### config.mk
export PLATFORM = sky130hd
export DESIGN_NAME = param_counter
export DESIGN_NICKNAME = d
export VERILOG_FILES = /design/src/rtl/counter_pkg.sv /design/src/rtl/counter_prescaler.sv /design/src/rtl/param_counter.sv
export SDC_FILE = /design/constraint.sdc
export NUM_CORES = 1
export LEC_CHECK = 0
export CAP_MARGIN = 30
export CORE_ASPECT_RATIO = 1.25
export CORE_UTILIZATION = 48
export DETAILED_ROUTE_END_ITERATION = 6
export PLACE_DENSITY_LB_ADDON = 0.12
export SLEW_MARGIN = 15
export SYNTH_ARGS = -nofsm -noshare
export SYNTH_HDL_FRONTEND = slang
export SYNTH_SLANG_ARGS = --single-unit
export TNS_END_PERCENT = 50
### constraint.sdc
create_clock -name clk -period 1.85 [get_ports clk]
set_input_delay 0.2775 -clock clk [delete_from_list [all_inputs] [get_ports clk]]
set_output_delay 0.2775 -clock clk [all_outputs]
set_load 0.05 [all_outputs]
### src/rtl/counter_pkg.sv
// Shared constants and helpers for the parameterised counter family.
package counter_pkg;

    localparam logic DIR_UP    = 1'b1;
    localparam logic DIR_DOWN  = 1'b0;

    localparam bit   MODE_WRAP = 1'b0;
    localparam bit   MODE_SAT  = 1'b1;

    // Ceiling log2; used to size the prescaler phase register.
    function automatic int unsigned clog2(input int unsigned value);
        int unsigned result;
        result = 0;
        while ((64'(1) << result) < 64'(value)) begin
            result = result + 1;
        end
        return result;
    endfunction

endpackage

### src/rtl/counter_prescaler.sv
// Divides enabled cycles by PRESCALE; step is high on the enabled cycle that completes a period.
module counter_prescaler
    import counter_pkg::*;
#(
    parameter int unsigned PRESCALE = 1
) (
    input  logic clk,
    input  logic reset,
    input  logic en,
    input  logic restart,
    output logic step
);

    localparam int unsigned PW = (PRESCALE > 1) ? clog2(PRESCALE) : 1;
    localparam logic [PW-1:0] LAST = PW'(PRESCALE - 1);

    logic [PW-1:0] phase;
    logic [PW-1:0] phase_d;

    // Step decode is combinational so the count advances on the same edge the period completes.
    assign step = en && !restart && (phase == LAST);

    always_comb begin
        phase_d = phase;
        if (restart) begin
            phase_d = '0;
        end else if (en) begin
            phase_d = (phase == LAST) ? '0 : phase + PW'(1);
        end
    end

    always_ff @(posedge clk or posedge reset) begin
        if (reset) begin
            phase <= '0;
        end else begin
            phase <= phase_d;
        end
    end

endmodule

### src/rtl/param_counter.sv
// Up/down modulo counter with prescaler, load/clear, wrap or saturate, terminal-count pulse and sticky overflow.
module param_counter
    import counter_pkg::*;
#(
    parameter int unsigned WIDTH     = 8,
    parameter int unsigned MOD_VALUE = 256,
    parameter int unsigned PRESCALE  = 1,
    parameter int unsigned SATURATE  = 0
) (
    input  logic             clk,
    input  logic             reset,
    input  logic             en,
    input  logic             up_dn,
    input  logic             clear,
    input  logic             load,
    input  logic [WIDTH-1:0] load_val,
    input  logic             ovf_clr,
    output logic [WIDTH-1:0] count,
    output logic             tc,
    output logic             ovf
);

    localparam logic [WIDTH-1:0] TOP = WIDTH'(MOD_VALUE - 1);
    localparam bit               SAT = (SATURATE != 0);

    // Reject illegal configurations at elaboration.
    generate
        if (WIDTH < 1 || WIDTH > 31) begin : g_bad_width
            $error("param_counter: WIDTH must be 1..31");
        end
        if (MOD_VALUE < 2 || 64'(MOD_VALUE) > (64'(1) << WIDTH)) begin : g_bad_mod
            $error("param_counter: MOD_VALUE must be 2..2**WIDTH");
        end
        if (PRESCALE < 1 || PRESCALE > 65535) begin : g_bad_prescale
            $error("param_counter: PRESCALE must be 1..65535");
        end
        if (SATURATE > 1) begin : g_bad_sat
            $error("param_counter: SATURATE must be 0 or 1");
        end
    endgenerate

    logic             restart;
    logic             step;
    logic [WIDTH-1:0] count_d;
    logic             tc_d;
    logic             ovf_d;

    assign restart = clear | load;

    counter_prescaler #(
        .PRESCALE (PRESCALE)
    ) u_prescaler (
        .clk     (clk),
        .reset   (reset),
        .en      (en),
        .restart (restart),
        .step    (step)
    );

    // Next count and terminal detection; clear beats load beats step.
    always_comb begin
        count_d = count;
        tc_d    = 1'b0;
        if (clear) begin
            count_d = '0;
        end else if (load) begin
            count_d = (32'(load_val) >= MOD_VALUE) ? TOP : load_val;
        end else if (step) begin
            if (up_dn == DIR_UP) begin
                if (count == TOP) begin
                    tc_d    = 1'b1;
                    count_d = (SAT == MODE_SAT) ? count : '0;
                end else begin
                    count_d = count + WIDTH'(1);
                end
            end else begin
                if (count == '0) begin
                    tc_d    = 1'b1;
                    count_d = (SAT == MODE_SAT) ? count : TOP;
                end else begin
                    count_d = count - WIDTH'(1);
                end
            end
        end
        // A new terminal event outranks a simultaneous clear request.
        ovf_d = tc_d | (ovf & ~ovf_clr);
    end

    always_ff @(posedge clk or posedge reset) begin
        if (reset) begin
            count <= '0;
            tc    <= 1'b0;
            ovf   <= 1'b0;
        end else begin
            count <= count_d;
            tc    <= tc_d;
            ovf   <= ovf_d;
        end
    end

endmodule

# Word-level counts from Yosys, hierarchy flattened
# Index checks and enable logic that the tools add are counted.
[totals]
reg_bits = 11
latchBits = 0
ram_bits = 0
rom_bits = 0
in_bits = 15
out_inout_bits = 10
word_cells = 34
memories = 0
[op_classes]
n_addsub = 3
n_mul = 0
div_mod_pow = 0
order_cmp = 0
eq_ne = 1
shift = 0
mux = 15
bitwise = 5
reduce_logical = 6
[op_table]
columns = ["cell", "count"]
rows = [
  ["$mux 8", 6],
  ["$mux 1", 9],
  ["$add 8x1->8 const B", 1],
  ["$eq 8x8->1 const B", 1],
  ["$logic_not 8->1", 1],
  ["$sub 8x1->8 const B", 1],
  ["$reduce_bool 3->1", 1],
  ["$logic_and 1x1->1", 2],
  ["$not 1->1", 2],
  ["$or 1x1->1", 2],
  ["$reduce_bool 2->1", 1],
  ["$add 1x1->1 const B", 1],
  ["$and 1x1->1", 1],
  ["$logic_not 1->1", 1],
]

# Logic depth before layout (Yosys ltp)
[depth]
word_depth = 8
mapped_depth = 6
ltp_nobuf = 6

# By module
# Synthesis repeated with hierarchy kept, for this count alone.
[hier_totals]
hier_cells = 122
area_unflattened_um2 = 980.9
[modules_own_cells]
columns = ["module", "instances", "cells_each", "area_per_inst_um2", "seq_area_each_um2"]
rows = [
  ["param_counter", 1, 121, 967.2, 250.2],
  ["counter_prescaler", 1, 1, 13.8, 0.0],
]

# Least setup slack after synthesis
# No wires, ideal clock.
[synth_path]
kind = "reg-to-reg"
startpoint = "register count[0]"
endpoint = "register count[6]"
setup_ns = 0.120
arrival_ns = 1.906
required_ns = 1.730
setup_slack_ns = -0.176
stages_incl_launch_ff = 6
path_buffers = 0
synth_period_minus_slack_ns = 2.026
cell_sequence = "dfrtp_1 > inv_1 > ha_1 > a31o_2 > o32a_1 > o211a_1"
[synth_via]
elab_chain_len = 6
elab_cells_between_ends = 10
cone_classes = "2 x add/sub; 1 x eq/ne; 6 x mux; 1 x reduce/logical"
[synth_rtl]
columns = ["item", "line", "rtl"]
rows = [
  ["from (decl)", "param_counter.sv:18", "output logic [WIDTH-1:0] count,"],
  ["from (signal assigned)", "param_counter.sv:95", "count <= count_d;"],
  ["$sub 8x1->8, or another cell as far along", "param_counter.sv:81", "count_d = count - WIDTH'(1);"],
  ["$mux 8 (on tied branches)", "param_counter.sv:77, param_counter.sv:70", ""],
  ["$mux 8 (*)", "param_counter.sv:69", "if (up_dn == DIR_UP) begin"],
  ["$mux 8 (*)", "param_counter.sv:68", "end else if (step) begin"],
  ["$mux 8 (*)", "param_counter.sv:66", "end else if (load) begin"],
  ["$mux 8 (*)", "param_counter.sv:64", "if (clear) begin"],
]
# Mark *: on every way between the ends. The rest lies on a longest branch, timed or not. The select of a mux whose other input is x is not followed.
# A chain may end at the register's enable or synchronous reset.

# Worst setup path after layout
[layout_path]
startpoint = "register count[1]"
endpoint = "register count[0]"
[layout_via]
elab_chain_len = 6
elab_cells_between_ends = 8
cone_classes = "1 x eq/ne; 6 x mux; 1 x reduce/logical"
[layout_rtl]
columns = ["item", "line"]
rows = [
  ["$eq 8x8->1 or $logic_not 8->1 (tied branches)", "param_counter.sv:70, param_counter.sv:77"],
  ["$mux 8 (on tied branches)", "param_counter.sv:70, param_counter.sv:77"],
  ["$mux 8 (*)", "param_counter.sv:69"],
  ["$mux 8 (*)", "param_counter.sv:68"],
  ["$mux 8 (*)", "param_counter.sv:66"],
  ["$mux 8 (*)", "param_counter.sv:64"],
]
# Marked as above.

==> run summary <==
outcome: finished, final reports clean
H-tree Lvls: 1
CTS tree: yes
First DRT Iteration DRCs: 24
CP top delay family: simple AND/OR/NAND/NOR gates
grt total ovfl: 0
Crit path buffers/inverters: 0
Hold Buf Count CTS: 0
fillers: 170
Synth area leaders: dfrtp_1 (26%), a21oi_1 (4.7%), inv_1 (4.3%)
PwrDens: 592 mW/mm2
top cells by count, synth: inv_1 (11), dfrtp_1 (10), a21oi_1 (9)
Top FF cell, synth: dfrtp_1
Routed Antenna Nets: 0
vias per cell: 6.44
layout net count: 168
first-pass detailed-route iteration total: 4
synthesized area per cell: 8.43 um2
CTS Buffer Depth: 2
final hold vios: 0
crit end category: register
CP Depth: 5
DR vias: 1082
post-cts sizing count: 0
final core occ: 72.2%
initial antenna violation count: 0
Hold/Removal Path Class: in2async
CORE AREA: 0.00183 mm2
clock sink count: 10
Least-Margin Pin Slew: 0.490 ns
Residual DRC: 0
Largest stage delay, worst path: 0.43 ns
post-synthesis cell count: 114
P&R area growth vs syn: 37.5%
Num CTS Buffers: 3
GRT Util Overall: 28.7%
type of the worst setup path: reg2reg
sequential share of the synthesized area: 26.0%
unrepaired setup endpoints after global routing: no
hpwl dp: 2.25 mm
clock skew: 0.00759 ns
first-pass GRT wire length: 4.79 mm
Post-synth EDFFs: 0
die footprint: 0.00219 mm2
synth unique cells: 44
number of setup buffers added after CTS: 0
Yosys Warn Count: 0
antenna cells: 0
Max-cap violations: 0
Leakage: 0.581 nW
final setup TNS: 0 ns
count leader, synth: inv_1
Port-buffer cells: 24
CP Max Fanout: 6
final worst-path cycle share: 95.7%
Rows: 17
initial core utilization: 52.5%
Clock transition at path regs: 0.08 ns
CP Launch Type: register
I/O pin count: 25
Die X: 42.0 um
Slowest cell on crit path: dfrtp_2
DRT Wirelength: 2.86 mm
flip-flop and latch count after synthesis: 10
critical path arrival: 1.91 ns
WL/cell: 17.0 um
Reg2Reg Depth: 5
share of cells above drive strength 1: 24.8%
later-pin clock latency in the skew report: 0.27 ns
CP Data Required Time: 1.99 ns
final setup violation count: 0
Syn Nets: 132
Slew Viols, Final: 0
Peak VDD IR: 402 uV
Slew HR: 67.2%
fin crit period: 1.77 ns
max frequency: 565 MHz
biggest area consumer among synthesized cells: dfrtp_1
r2r setup slk: 0.08 ns
share of Yosys cell area claimed by the top area cell type: 26.0%
Die Ht: 52.0 um
Post-Synthesis Cell Area: 961 um2
largest net degree at the start of global routing: 13
CP Cell Sequence: ha_1 -> nand3_1 -> or3_1 -> mux2i_1 -> a31oi_1
vias in the first global route: 1095
root buffer cell: clkbuf_4
gpl congestion: 0.920
Tot Pwr: 0.000782 W
asr flop ratio synth: 100%
[per-layer routing]
layer,vias up,share of wire [%],global-route usage [%]
met3,16,4.1,2.43
met4,0,3.3,16.7
met1,514,43,32.6
li1,503,-,-
met2,49,50,52.3
met5,-,0,0
[report_power, final]
group	internal, W	leakage, nW	total [W]	switching [W]
clock	0.0000834	0.0150	0.000168	0.0000842
combinational	0.000159	0.436	0.000347	0.000188
sequential	0.000234	0.130	0.000268	0.0000339
total	0.000476	0.581	0.000782	0.000306
[flip-flops by register name, summed over array words and instances, names as in the netlist]
signal and flops:
ovf 1, count 8, tc 1
[area by class of cell]
type / count / area (um2) / share of cell area, %
clock buffers: 4 / 26.3 / 1.99
multi-input cells: 84 / 612 / 46.3
repair buffers: 40 / 365 / 27.7
inverters: 11 / 41.3 / 3.12
flip-flops and latches: 10 / 253 / 19.1
well taps: 19 / 23.8 / 1.80
[logic make-up after synthesis]
| family | after synthesis | share of synthesized area [%] |
|---|---|---|
| buffers and inverters | 20 | 10.3 |
| DFF | 10 | 26.0 |
| and+or+nand+nor | 36 | 22.9 |
| muxes | 3 | 3.26 |
| adders and majority gates | 3 | 3.91 |
| xor gates and xnor gates | 5 | 4.56 |
| AOI/OAI and AO/OA | 37 | 29.0 |
[stage by stage]
step	area, um2	setup WS [ns]	std cells	hold WS, ns
2_1_floorplan	963	0.00338	114	0.118
3_5_place_dp	1290	0.0811	164	0.469
4_1_cts	1320	0.101	168	0.312
3_3_place_gp	1290	0.113	164	0.458
5_1_grt	1320	0.00489	168	0.361
6_report	1320	0.0788	168	0.288
[layout by cell type (no fill, tap or decap), types with 3 or more instances in the layout]
cell / instances
clkdlybuf4s50_1: 16
nor4_1: 4
nor2_1: 7
or3_1: 3
clkbuf_4: 3
nand2_1: 3
ha_1: 3
nand4_1: 3
buf_4: 22
xnor2_1: 3
dfrtp_1: 8
a21oi_1: 9
nand3_1: 5
inv_1: 11
a211oi_1: 5
o21ai_0: 5
[path summary, 6_finish.rpt]
| check | startpoint | to |
|---|---|---|
| worst min-delay path | reset | tc |
| min in group clk | ovf | ovf |
| max in group asynchronous | reset | count[1] |
| worst max register to register | count[1] | count[0] |
| worst max-delay path | count[1] | count[0] |
| worst min register to register | ovf | ovf |
Power figures use the tool's default switching activity.
